`src/rtl/vga_fb_writer.sv`:
```
// Framebuffer pixel writer: buffered, bounds-checked pixel stores plus a
// whole-frame clear engine, feeding a single stallable memory write port.
module vga_fb_writer #(
    parameter int FB_W       = 160,
    parameter int FB_H       = 120,
    parameter int PIXEL_W    = 24,
    parameter int FIFO_DEPTH = 4
) (
    input  logic               clk,
    input  logic               reset_n,
    input  logic               in_valid,
    output logic               in_ready,
    input  logic [7:0]         in_x,
    input  logic [6:0]         in_y,
    input  logic [PIXEL_W-1:0] in_data,
    input  logic               clear_req,
    input  logic [PIXEL_W-1:0] clear_color,
    input  logic               mem_ready,
    output logic               wr_en,
    output logic [15:0]        wr_address,
    output logic [PIXEL_W-1:0] wr_data,
    output logic               busy,
    output logic [7:0]         err_count
);

    localparam int AW = (FIFO_DEPTH > 1) ? $clog2(FIFO_DEPTH) : 1;
    localparam logic [AW:0]   CNT_FULL = (AW+1)'(FIFO_DEPTH);
    localparam logic [AW-1:0] PTR_LAST = AW'(FIFO_DEPTH - 1);
    localparam logic [16:0]   TOTAL    = 17'(FB_W * FB_H);
    localparam logic [16:0]   LAST     = TOTAL - 17'd1;
    localparam logic [8:0]    W_LIM    = 9'(FB_W);
    localparam logic [7:0]    H_LIM    = 8'(FB_H);

    typedef enum logic [1:0] {
        IDLE,
        WRITE,
        DRAIN,
        CLEAR
    } state_t;

    state_t state, state_nx;

    logic [15:0]        fifo_addr [FIFO_DEPTH];
    logic [PIXEL_W-1:0] fifo_data [FIFO_DEPTH];
    logic [AW-1:0]      rd_ptr, wr_ptr;
    logic [AW:0]        count;

    logic               stg_valid;
    logic [15:0]        stg_addr;
    logic [PIXEL_W-1:0] stg_data;

    logic               clear_pend;
    logic [PIXEL_W-1:0] clr_color;
    logic [16:0]        clr_next;
    logic               init_done;

    logic               in_range;
    logic [15:0]        push_addr;
    logic               accept;
    logic               push;
    logic               pop;
    logic               fifo_empty;
    logic               out_free;
    logic               stg_adv;
    logic               clr_issue;
    logic               clr_last;
    logic               pipe_idle;

    assign in_range   = ({1'b0, in_x} < W_LIM) && ({1'b0, in_y} < H_LIM);
    assign push_addr  = 16'(in_y) * 16'(FB_W) + 16'(in_x);
    assign fifo_empty = (count == '0);
    assign in_ready   = init_done && (count != CNT_FULL)
                        && !clear_pend && (state != CLEAR);
    assign accept     = in_valid && in_ready;
    assign push       = accept && in_range;
    // The output register may take a new write when empty or completing.
    assign out_free   = !wr_en || mem_ready;
    assign stg_adv    = stg_valid && out_free && (state != CLEAR);
    assign pop        = !fifo_empty && (!stg_valid || stg_adv);
    assign clr_issue  = (state == CLEAR) && out_free && (clr_next < TOTAL);
    assign clr_last   = (state == CLEAR) && wr_en && mem_ready
                        && ({1'b0, wr_address} == LAST);
    assign pipe_idle  = fifo_empty && !stg_valid && out_free;
    assign busy       = !fifo_empty || stg_valid || wr_en || clear_pend;

    // in_ready is held off until the first clock edge after reset release.
    always_ff @(posedge clk or negedge reset_n) begin
        if (!reset_n) init_done <= 1'b0;
        else          init_done <= 1'b1;
    end

    // FIFO storage; emptiness is tracked by count, so no reset is needed.
    always_ff @(posedge clk) begin
        if (push) begin
            fifo_addr[wr_ptr] <= push_addr;
            fifo_data[wr_ptr] <= in_data;
        end
    end

    // FIFO pointers and occupancy.
    always_ff @(posedge clk or negedge reset_n) begin
        if (!reset_n) begin
            rd_ptr <= '0;
            wr_ptr <= '0;
            count  <= '0;
        end else begin
            if (push) wr_ptr <= (wr_ptr == PTR_LAST) ? '0 : wr_ptr + 1'b1;
            if (pop)  rd_ptr <= (rd_ptr == PTR_LAST) ? '0 : rd_ptr + 1'b1;
            unique case ({push, pop})
                2'b10:   count <= count + 1'b1;
                2'b01:   count <= count - 1'b1;
                default: count <= count;
            endcase
        end
    end

    // Staging register between FIFO head and the output register.
    always_ff @(posedge clk or negedge reset_n) begin
        if (!reset_n) begin
            stg_valid <= 1'b0;
            stg_addr  <= '0;
            stg_data  <= '0;
        end else if (pop) begin
            stg_valid <= 1'b1;
            stg_addr  <= fifo_addr[rd_ptr];
            stg_data  <= fifo_data[rd_ptr];
        end else if (stg_adv) begin
            stg_valid <= 1'b0;
        end
    end

    // Output register: held while a write is stalled by mem_ready.
    always_ff @(posedge clk or negedge reset_n) begin
        if (!reset_n) begin
            wr_en      <= 1'b0;
            wr_address <= '0;
            wr_data    <= '0;
        end else if (clr_issue) begin
            wr_en      <= 1'b1;
            wr_address <= clr_next[15:0];
            wr_data    <= clr_color;
        end else if (stg_adv) begin
            wr_en      <= 1'b1;
            wr_address <= stg_addr;
            wr_data    <= stg_data;
        end else if (out_free) begin
            wr_en      <= 1'b0;
        end
    end

    // Clear request latch; later requests are ignored until the fill ends.
    always_ff @(posedge clk or negedge reset_n) begin
        if (!reset_n) begin
            clear_pend <= 1'b0;
            clr_color  <= '0;
        end else if (clr_last) begin
            clear_pend <= 1'b0;
        end else if (clear_req && !clear_pend) begin
            clear_pend <= 1'b1;
            clr_color  <= clear_color;
        end
    end

    // Next clear address to issue; rewound before every fill.
    always_ff @(posedge clk or negedge reset_n) begin
        if (!reset_n)               clr_next <= '0;
        else if (state != CLEAR)    clr_next <= '0;
        else if (clr_issue)         clr_next <= clr_next + 17'd1;
    end

    // Out-of-range requests are swallowed and counted, saturating.
    always_ff @(posedge clk or negedge reset_n) begin
        if (!reset_n) begin
            err_count <= '0;
        end else if (accept && !in_range && (err_count != 8'hFF)) begin
            err_count <= err_count + 8'd1;
        end
    end

    // State register.
    always_ff @(posedge clk or negedge reset_n) begin
        if (!reset_n) state <= IDLE;
        else          state <= state_nx;
    end

    // Next-state logic: drain buffered pixels before any fill.
    always_comb begin
        state_nx = state;
        unique case (state)
            IDLE: begin
                if (clear_pend)       state_nx = DRAIN;
                else if (!fifo_empty) state_nx = WRITE;
            end
            WRITE: begin
                if (clear_pend)       state_nx = DRAIN;
                else if (pipe_idle)   state_nx = IDLE;
            end
            DRAIN: begin
                if (pipe_idle)        state_nx = CLEAR;
            end
            CLEAR: begin
                if (clr_last)         state_nx = IDLE;
            end
            default:                  state_nx = IDLE;
        endcase
    end

endmodule

```
`config.mk`:
```
export PLATFORM = sky130hd
export DESIGN_NAME = vga_fb_writer
export DESIGN_NICKNAME = d
export VERILOG_FILES = /design/src/rtl/vga_fb_writer.sv
export SDC_FILE = /design/constraint.sdc
export NUM_CORES = 1
export LEC_CHECK = 0
export CELL_PAD_IN_SITES_DETAIL_PLACEMENT = 0
export CELL_PAD_IN_SITES_GLOBAL_PLACEMENT = 1
export CORE_MARGIN = 4
export CORE_UTILIZATION = 44
export DETAILED_ROUTE_END_ITERATION = 10
export PLACE_DENSITY_LB_ADDON = 0.1
export SETUP_SLACK_MARGIN = 0.3
export SLEW_MARGIN = 30
export SYNTH_ARGS = -nofsm -noshare
export SYNTH_HDL_FRONTEND = slang
export SYNTH_SLANG_ARGS = --single-unit
export TNS_END_PERCENT = 5
```
`constraint.sdc`:
```
create_clock -name clk -period 2.6 [get_ports clk]
set_input_delay 0.39 -clock clk [delete_from_list [all_inputs] [get_ports clk]]
set_output_delay 0.39 -clock clk [all_outputs]
set_load 0.02 [all_outputs]
```
# Word-level counts from Yosys, hierarchy flattened
# Memory sizes are Yosys's and may differ from the RTL's. A register that Yosys moved wholly into a read port is not among the register bits.
# Cells that the tools add are included.
[word_totals]
inputBits = 68
elab_cells = 108
mem_bits_rw = 160
regBits = 102
memories = 2
out_inout_bits = 51
[classes]
mul = 1
n_addsub = 7
eq_ne = 15
reduce_logical = 41
n_lt_le_gt_ge = 3
bitwise = 1
mux = 25
[mem_list]
columns = ["name", "depth", "width", "rd", "rd_clocked_by_memory_dff", "write_ports", "line_no", "rtl"]
rows = [
  ["fifo_data", 4, 24, 1, 1, 1, "44", "logic [PIXEL_W-1:0] fifo_data [FIFO_DEPTH];"],
  ["fifo_addr", 4, 16, 1, 1, 1, "43", "logic [15:0] fifo_addr [FIFO_DEPTH];"],
]
[ops]
columns = ["op", "n"]
rows = [
  ["2-to-1 mux 24 bit", 2],
  ["2-to-1 mux 17 bit", 2],
  ["2-to-1 mux 16 bit", 2],
  ["logical AND 1 bit", 19],
  ["adder 17 x 1 -> 17 bit (second input constant)", 1],
  ["less-than comparator 17 x 15 -> 1 bit (second input constant)", 1],
  ["adder 15 x 8 -> 16 bit", 1],
  ["equality test 16 x 15 -> 1 bit (second input constant)", 1],
  ["2-to-1 mux 2 bit", 8],
  ["equality test 2 bit (second input constant)", 5],
  ["multiplier 7 x 3 -> 10 bit (second input constant)", 1],
  ["nonzero test 2 bit", 5],
  ["2-to-1 mux 1 bit", 9],
  ["inequality test 3 bit (second input constant)", 3],
  ["adder 8 x 1 -> 8 bit (second input constant)", 1],
  ["less-than comparator 8 bit (second input constant)", 1],
  ["inequality test 8 bit (second input constant)", 1],
  ["one-hot mux 2 bit (4 select lines)", 1],
  ["zero test 1 bit", 7],
  ["less-than comparator 7 bit (second input constant)", 1],
  ["inequality test 2 bit (second input constant)", 3],
  ["one-hot mux 3 bit (2 select lines)", 1],
  ["logical OR 1 bit", 5],
  ["adder 2 x 1 -> 2 bit (second input constant)", 2],
  ["9 further kinds", 10],
]

# Longest topological paths before layout
# Gate-level depths: netlist (run 1).
[depth]
depth_word = 8
depth_mapped = 12
ltp_nobuf = 10

# Worst setup path after synthesis (run 1)
# No wires, ideal clock.
[synth_timing]
kind = "register to register"
start = "register state[0]"
end = "memory fifo_addr[0][0] (enable)"
setup_slack_ns = -0.426
synth_period_minus_slack_ns = 3.026
stages_incl_launch_ff = 6
t_required_ns = 2.199
path_buffers = 1
setup_ns = 0.401
arrival_time_ns = 2.625
path_cell_list = "dfrtp_1 and2_4 a211oi_1 and3_1 clkbuf_1 and2_1"
[synth_via]
elab_chain_len = 6
[synth_rtl]
columns = ["item", "line_no", "rtl"]
rows = [
  ["from (decl)", "41", "state_t state, state_nx;"],
  ["from (signal assigned)", "183", "else state <= state_nx;"],
  ["inequality test 2 bit", "73", "&& !clear_pend && (state != CLEAR);"],
  ["logical AND 1 bit", "73", ""],
  ["net in_ready", "12", "output logic in_ready,"],
  ["logical AND 1 bit", "74", "assign accept = in_valid && in_ready;"],
  ["logical AND 1 bit", "75", "assign push = accept && in_range;"],
  ["2-to-1 mux 1 bit", "94", "if (push) begin"],
  ["2-to-1 mux 1 bit (implied by the code)", "95", "fifo_addr[wr_ptr] <= push_addr;"],
  ["to (decl)", "43", ""],
]
# The timed path passes the listed nets, and every way through them passes these cells.

# Worst setup path after layout (run 1)
[layout_timing]
start = "input port in_y[1]"
end = "memory fifo_addr[0][13], data pin"
[layout_via]
elab_chain_len = 2
[layout_rtl]
columns = ["item", "line_no", "rtl"]
rows = [
  ["from (decl)", "14", "input logic [6:0] in_y,"],
  ["multiplier 7 x 3 -> 10 bit", "70", "assign push_addr = 16'(in_y) * 16'(FB_W) + 16'(in_x);"],
  ["adder 15 x 8 -> 16 bit", "70", ""],
  ["net push_addr[13]", "58", "logic [15:0] push_addr;"],
]
# The timed path passes the listed nets, and every way through them passes these cells.

==> summary.md, run 1 <==
| Metric | Value |
|---|---|
| Port bufs | `118` |
| MaxCap Viol Count | `0` |
| Worst Clk Skew | `0.0126 ns` |
| Hold Vio Cnt, Final | `0` |
| Wire per inst | `20.5 um` |
| CP Depth | `8` |
| Crit-path slowest cell | `fa_2` |
| Slew Viols, Final | `0` |
| # DRC | `0` |
| Clock slew at reported path FFs | `0.06 ns` |
| Reg2Reg Setup Slack | `0.41 ns` |
| Cell mode on critical path | `ha_4` |
| Via density | `~5.4` |
| Non-filler cells, final | `1341` |
| Total Wirelength | `between 20000 and 30000 um` |
| Crit path max-delay family | `adder cells` |
| EDFF count, synth | `160` |
| TritonCTS Sinks | `just over 300` |
| CP required | `2.82 ns` |
| Asr flop ratio synth | `0.470` |
| Synth Register Bits | `302` |
| Die Footprint | `0.0311 sq mm` |
| Synthesized-area fraction occupied by adder cells | `0.0258` |
| Final net count | `1031` |
| Max VDD drop | `0.462 mV` |
| Max incr delay on CP | `0.40 ns` |
| Largest net degree at the start of global routing | `56` |
| Longest Clk Path Bufs | `3` |
| Total GRT Usage | `0.178` |
| Placed cell areas | `0.0147 sq mm` |
| PnR worst setup slack | `0.284 ns` |
| Fraction of the yosys area taken by sequential cells | `0.669` |
| TritonCTS clock tree | `done` |
| CP endpoint kind | `flip-flop` |
| H-tree level count | `2` |
| Ant. Diodes | `0` |
| Worst-Margin Slew | `~0.64 ns` |
| Final setup violation count | `0` |
| Placed cell count | `around 1300` |
| RR Endpoint | `count[2]` |
| Vias in the first global route | `slightly below 8000` |
| Routability congestion estimate from global placement | `approximately 0.84` |
| Gr ovfl total | `0` |
| Mux share of post-synthesis cell area | `0.139` |
| LEAKAGE | `6.01 nW` |
| Max_slew headroom | `0.576` |
| Hold WS | `0.437 ns` |
| Core area | `0.0279 sq mm` |
| Clk root buf | `clkbuf_16` |
| Dpl ws | `-0.540 ns` |
| Pwr/cell area | `1030 mW/mm^2` |
| Initial antenna violation count | `0` |
| CP arrival | `2.54 ns` |
| CP max FO | `4` |
| Tcrit/Tclk final | `0.891` |
| Register area | `0.00836 sq mm` |
| Post-route cell area | `between 0.015 and 0.02 sq mm` |
| Synthesized area | `roughly 0.012 sq mm` |
| Critical path origin | `in_y[1]` |
| Setup CP Type | `in -> reg` |
| Die Width | `176 um` |
| Remaining antenna violation count | `0` |
| Ys Warns | `0` |
| Period minus WS final | `2.32 ns` |
| First-pass GRT wire length | `between 40000 and 50000 um` |
| Initial core utilization | `0.448` |
| DP HPWL | `18600 um` |
| Critical R2R Launch | `state[0]` |
| Starting DRT DRC Count | `354` |
| Worst Hold Class | `in -> async` |
| Critical Path Sink | `fifo_addr[0][13]` |
| Crit path cell chain | `dlygate4sd2_1 -> ha_4 -> ha_4 -> fa_2 -> xor2_2 -> o2111ai_2 -> nor4_2 -> xnor3_2` |
| Main combinational cell family by area after synthesis | `multiplexers` |
| Multi-input logic area | `0.00416 sq mm` |
| Final setup TNS | `0 ns` |
| Ports | `119` |
| Xor/xnor share of the synthesized area | `0.0116` |
| Layout cells sized above 1 | `0.285` |
| Vias | `7301` |
| Synth Instances | `758` |
| Status | `finished, final reports clean` |
| CP Buf/Inv Count | `1` |
| Worst skew pair latency | `0.50 ns` |
| Pre-antenna DRT Iters | `4` |
| Max Fclk | `432 MHz` |
| Site Rows | `slightly above 60` |
| Post-Syn Area per Cell | `~16 sq um` |
| CTS Buf Count | `34` |
| Die H | `176 um` |
| Unique masters post-synth | `68` |
| Area delta synth->final | `27.9%` |
| Synth Area in Compound Gates | `0.0641` |
| R2R depth | `10` |
| Worst setup SP type | `input pin` |
| RSZ-0062 raised after global routing | `yes` |
| Fillers | `2148` |
| Ys flop type | `edfxtp_1` |
| Post-synthesis simple-gate area fraction | `0.0724` |
==> power by group <==
group          total [mW]  internal, mW  switching [mW]
logic                5.21          2.81            2.40
clock network        4.65          2.87            1.78
registers            6.55          5.88           0.670
total                16.4          11.6            4.85
==> cell families after synthesis <==
group,Yosys count
DFF,302
and+or+nand+nor,157
muxes,115
AOI/OAI and AO/OA,97
buffers and inverters,46
adders and majority gates,24
xor gates and xnor gates,15
other,2
==> layout make-up <==
class	count	area share
clock buffer	50	0.0628
clock inverter	10	0.00642
inverter	12	0.00282
multi-input combinational	413	0.261
sequential	302	0.524
tap	378	0.0296
timing repair buffer	176	0.114
==> metal layers <==
metal	routed length [um]	global-route usage
met5	0	0
met4	441	0.0435
met3	1370	0.0287
met2	14000	0.304
met1	11700	0.240
==> how the worst min path moves through the flow <==
stage | start | to | slack (ns) | depth (start not counted)
after detailed placement | reset_n | err_count[2] | 0.40 | 1
after global routing | in_y[0] | fifo_addr[0][5] | 0.45 | 2
after global placement | reset_n | err_count[0] | 0.39 | 1
final | reset_n | err_count[2] | 0.44 | 2
after CTS | reset_n | err_count[2] | 0.45 | 2
after floorplan | reset_n | clear_pend | 0.09 | 0
==> registers in the layout, summed over array words and instances, names as in the netlist, 16 cells and up <==
signal      count
stg_data       24
wr_data        24
clr_next       17
wr_address     16
fifo_data      96
fifo_addr      64
clr_color      24
stg_addr       16
==> layout by cell type (no fill, tap or decap), types with 8 or more instances in the layout <==
cell type / count
edfxtp_1: 160
dfrtp_1: 139
clkdlybuf4s50_1: 109
mux2_2: 72
buf_4: 41
mux4_2: 40
nand2_1: 36
clkbuf_16: 36
and2_1: 33
a221o_1: 33
buf_12: 17
nor2_1: 13
ha_1: 13
inv_1: 12
a21oi_1: 12
clkbuf_1: 9
o21ai_0: 8
nor3_1: 8
o31ai_1: 8
or4_1: 8
==> through the flow <==
stage                util  power [mW]
global placement    0.528        11.6
finish              0.573        16.4
global route        0.573        17.3
detailed placement  0.528        11.8
floorplan               -        9.74
CTS                 0.570        16.5
==> synth_stat cells (4+ instances only) <==
cell,n,area (sq um)
a21oi_1,12,60.1
a221o_1,33,330
a31oi_1,7,43.8
and2_1,37,231
and3_1,5,31.3
buf_2,15,75.1
clkbuf_1,17,63.8
dfrtp_1,142,3550
edfxtp_1,160,4800
ha_1,21,263
inv_1,12,45.0
mux2_2,72,811
mux4_2,40,901
nand2_1,37,139
nand2b_1,5,31.3
nand3_1,6,30.0
nand4_1,6,37.5
nor2_1,15,56.3
nor3_1,8,40.0
nor4_1,5,31.3
o21a_1,4,30.0
o21ai_0,10,50.1
o31ai_1,8,60.1
or4_1,10,75.1
xnor2_1,6,52.6
xor2_1,8,70.1
==> worst register-to-register path, stage by stage, from the launching register on <==
cell      delay, ns
dfrtp_1        0.45
and2_4         0.24
a211oi_4       0.06
and3_1         0.24
inv_1          0.07
ha_1           0.16
inv_1          0.05
fa_1           0.37
xor2_1         0.15
nor2_1         0.13
xor2_1         0.17
==> what timing repair did <==
action / CTS / global route
endpoints found under the setup margin: 18 / 14
pin swaps: 2 / 4
hold buffers: 1 / 0
buffers inserted: 1 / 6
hold endpoints to repair: 52 / 0
resized for setup: 18 / 15
(Power assumes the default switching activity.)
==> inputs of run 2 (changes only) <==
--- a/config.mk
+++ b/config.mk
@@ -11,7 +11,8 @@
 export CORE_UTILIZATION = 44
 export DETAILED_ROUTE_END_ITERATION = 10
 export PLACE_DENSITY_LB_ADDON = 0.1
-export SETUP_SLACK_MARGIN = 0.3
+export SETUP_SLACK_MARGIN = 0.2
+export SKIP_LAST_GASP = 1
 export SLEW_MARGIN = 30
 export SYNTH_ARGS = -nofsm -noshare
 export SYNTH_HDL_FRONTEND = slang
==> run 2 against run 1 <==
Compared with the run above:
- routed wire length down 1.2%
- highest routed layer unchanged
- flip-flop and latch count unchanged
- clock skew up 0.0012 ns
- global-route usage down 0.30 points
- via count about the same
- combinational power about the same
- fmax down 1.1%
- sequential share of layout area up 0.60 points
- clock power down 5.6%
- core utilization down 0.68 points
==> summary.md, run 2 (synthesis gave the netlist of run 1 again) <==
| Metric | Value |
|---|---|
| LEAKAGE | `5.99 nW (-0.48%)` |
| Clk root buf | `clkbuf_16` |
| Worst skew pair latency | `0.50 ns (about the same)` |
| Slew Viols, Final | `0 (unchanged)` |
| Vias | `7296 (-0.068%)` |
| Routability congestion estimate from global placement | `0.813 (-2.9%)` |
| Hold Vio Cnt, Final | `0 (unchanged)` |
| Dpl ws | `-0.621 ns (-0.0809 ns)` |
| Total GRT Usage | `0.175 (-0.00301)` |
| Worst Hold Class | `in -> reg` |
| Final setup TNS | `0 ns (unchanged)` |
| Die Footprint | `0.0311 sq mm (unchanged)` |
| TritonCTS clock tree | `done` |
| Clock slew at reported path FFs | `0.06 ns (about the same)` |
| Max reg flops | `96 (unchanged)` |
| Tcrit/Tclk final | `0.901 (+0.00967)` |
| Max VDD drop | `0.522 mV (+13%)` |
| Hold Crit Start | `in_y[0]` |
| CP required | `2.21 ns (-0.61 ns)` |
| Worst-Margin Slew | `0.592 ns (-0.0427 ns)` |
| Critical R2R Launch | `state[0]` |
| Period minus WS final | `2.34 ns (+0.0251 ns)` |
| Core area | `0.0279 sq mm (unchanged)` |
| Initial core utilization | `0.448 (unchanged)` |
| CP arrival | `1.95 ns (-0.59 ns)` |
| Register with the most flip-flops | `fifo_data` |
| PnR worst setup slack | `0.259 ns (-0.0251 ns)` |
| Via density | `5.42 (-0.44%)` |
| Seq pwr share | `0.402 (+0.003)` |
| DP HPWL | `17900 um (-3.4%)` |
| Setup CP Type | `reg -> out` |
| Port bufs | `118 (unchanged)` |
| Leading cell types in the layout, fill and taps excluded | `160 x edfxtp_1, 140 x dfrtp_1, 109 x clkdlybuf4s50_1` |
| Final net count | `1033 (+0.19%)` |
| Status | `finished, final reports clean` |
| Commonest non-fill, non-tap cell in the layout | `edfxtp_1` |
| TritonCTS Sinks | `302 (unchanged)` |
| Pwr/cell area | `1010 mW/mm^2 (-1.3%)` |
| Max_slew headroom | `0.604 (+0.0285)` |
| H-tree level count | `2 (unchanged)` |
| Worst Clk Skew | `0.0138 ns (+0.00123 ns)` |
| Longest Clk Path Bufs | `3 (unchanged)` |
| Largest net degree at the start of global routing | `69 (+23%)` |
| Wire per inst | `20.2 um (-1.6%)` |
| First-pass GRT wire length | `42700 um (-2.4%)` |
| Ports | `119 (unchanged)` |
| Pre-antenna DRT Iters | `4 (unchanged)` |
| Sw Share | `0.302 (+0.00647)` |
| Area delta synth->final | `26.4%` |
| Initial antenna violation count | `2 (+2)` |
| Total Wirelength | `27200 um (-1.2%)` |
| Net Switching | `4.83 mW (-0.32%)` |
| Worst setup SP type | `flip-flop` |
| CTS Buf Count | `34 (unchanged)` |
| Die Width | `176 um (unchanged)` |
| Gate power share | `0.324 (+0.006)` |
| Final setup violation count | `0 (unchanged)` |
| Pint | `11.2 mW (-3.3%)` |
| Clk network pwr share | `0.274 (-0.009)` |
| Die H | `176 um (unchanged)` |
| Remaining antenna violation count | `0 (unchanged)` |
| # DRC | `0 (unchanged)` |
| Max Fclk | `427 MHz (-1.1%)` |
| Largest registers | `fifo_data (96), fifo_addr (64)` |
| Vias in the first global route | `7845 (+0.038%)` |
| Critical path origin | `count[2]` |
| Starting DRT DRC Count | `418 (+18%)` |
| RSZ-0062 raised after global routing | `yes` |
| CP endpoint kind | `output pin` |
| Site Rows | `61 (unchanged)` |
| Layout cells sized above 1 | `0.276 (-0.00813)` |
| MaxCap Viol Count | `0 (unchanged)` |
| Gr ovfl total | `0 (unchanged)` |
| CP max FO | `5 (+1)` |
==> run 2: changes by cell type in the layout (fill, tap and decap cells not counted), moves of 3 or more <==
cell / delta
dlygate4sd2_1: -4
buf_12: -8
dlymetal6s2s_1: +4
and2_2: +4
and2_4: -4
clkinv_1: +3
buf_4: +9
==> run 2: layout make-up <==
type | instances | area (sq um)
fill | 2207 | 12100
sequential | 302 | 8360
multi-input combinational | 413 | 4120
timing repair buffer | 178 | 1750
clock buffer | 46 | 947
tap | 378 | 473
clock inverter | 15 | 82.6
inverter | 12 | 45.0
antenna | 2 | 5.00
==> run 2: per-stage QoR <==
step                      std cells   util  instance area [sq um]  power [mW]  hold slack (ns)
after global routing           1346  0.567                  15800        16.9            0.363
after CTS                      1338  0.561                  15600        16.2            0.453
after detailed placement       1276  0.522                  14600        11.7            0.399
after floorplan                 761      -                  12500        9.71           0.0944
final                          1346  0.567                  15800        16.0            0.353
after global placement         1276  0.522                  14600        11.6            0.391
==> run 2: power by group through the flow <==
stage / combinational [mW] / clock, mW / sequential (mW)
floorplan: 3.02 / 0 / 6.68
global placement: 5.11 / 0 / 6.50
detailed placement: 5.21 / 0 / 6.53
CTS: 5.24 / 4.52 / 6.45
global route: 5.64 / 4.71 / 6.53
finish: 5.19 / 4.39 / 6.44
==> run 2: critical path, stage by stage, from the launching register on <==
cell and delay (ns):
dfrtp_1 0.42, or3_4 0.44, or4_1 0.42, clkbuf_2 0.17
==> run 2: path summary, 6_finish.rpt <==
path                                    to  slack, ns  cells after the start
min                        fifo_addr[2][5]       0.35                      2
min reg2reg                    stg_data[1]       0.49                      1
max reg2reg                       count[2]       0.34                     10
max in group asynchronous      clr_next[9]       1.37                      3
max                                   busy       0.26                      3
min in group asynchronous     err_count[4]       0.43                      2
==> run 2: timing repair <==
item / CTS / global route
endpoints found under the setup margin: 14 / 13
hold buffers: 1 / 0
resized for setup: 10 / 21
buffers inserted: 0 / 6
hold endpoints to repair: 50 / 0
pin swaps: 0 / 9
==> run 2: metal layers <==
layer  up-vias  global-route usage  wire (um)
met5         -                   0          0
met4         0              0.0583        677
met3        44              0.0285       1210
met2       174               0.298      13700
met1      3748               0.230      11600
li1       3330                   -          -
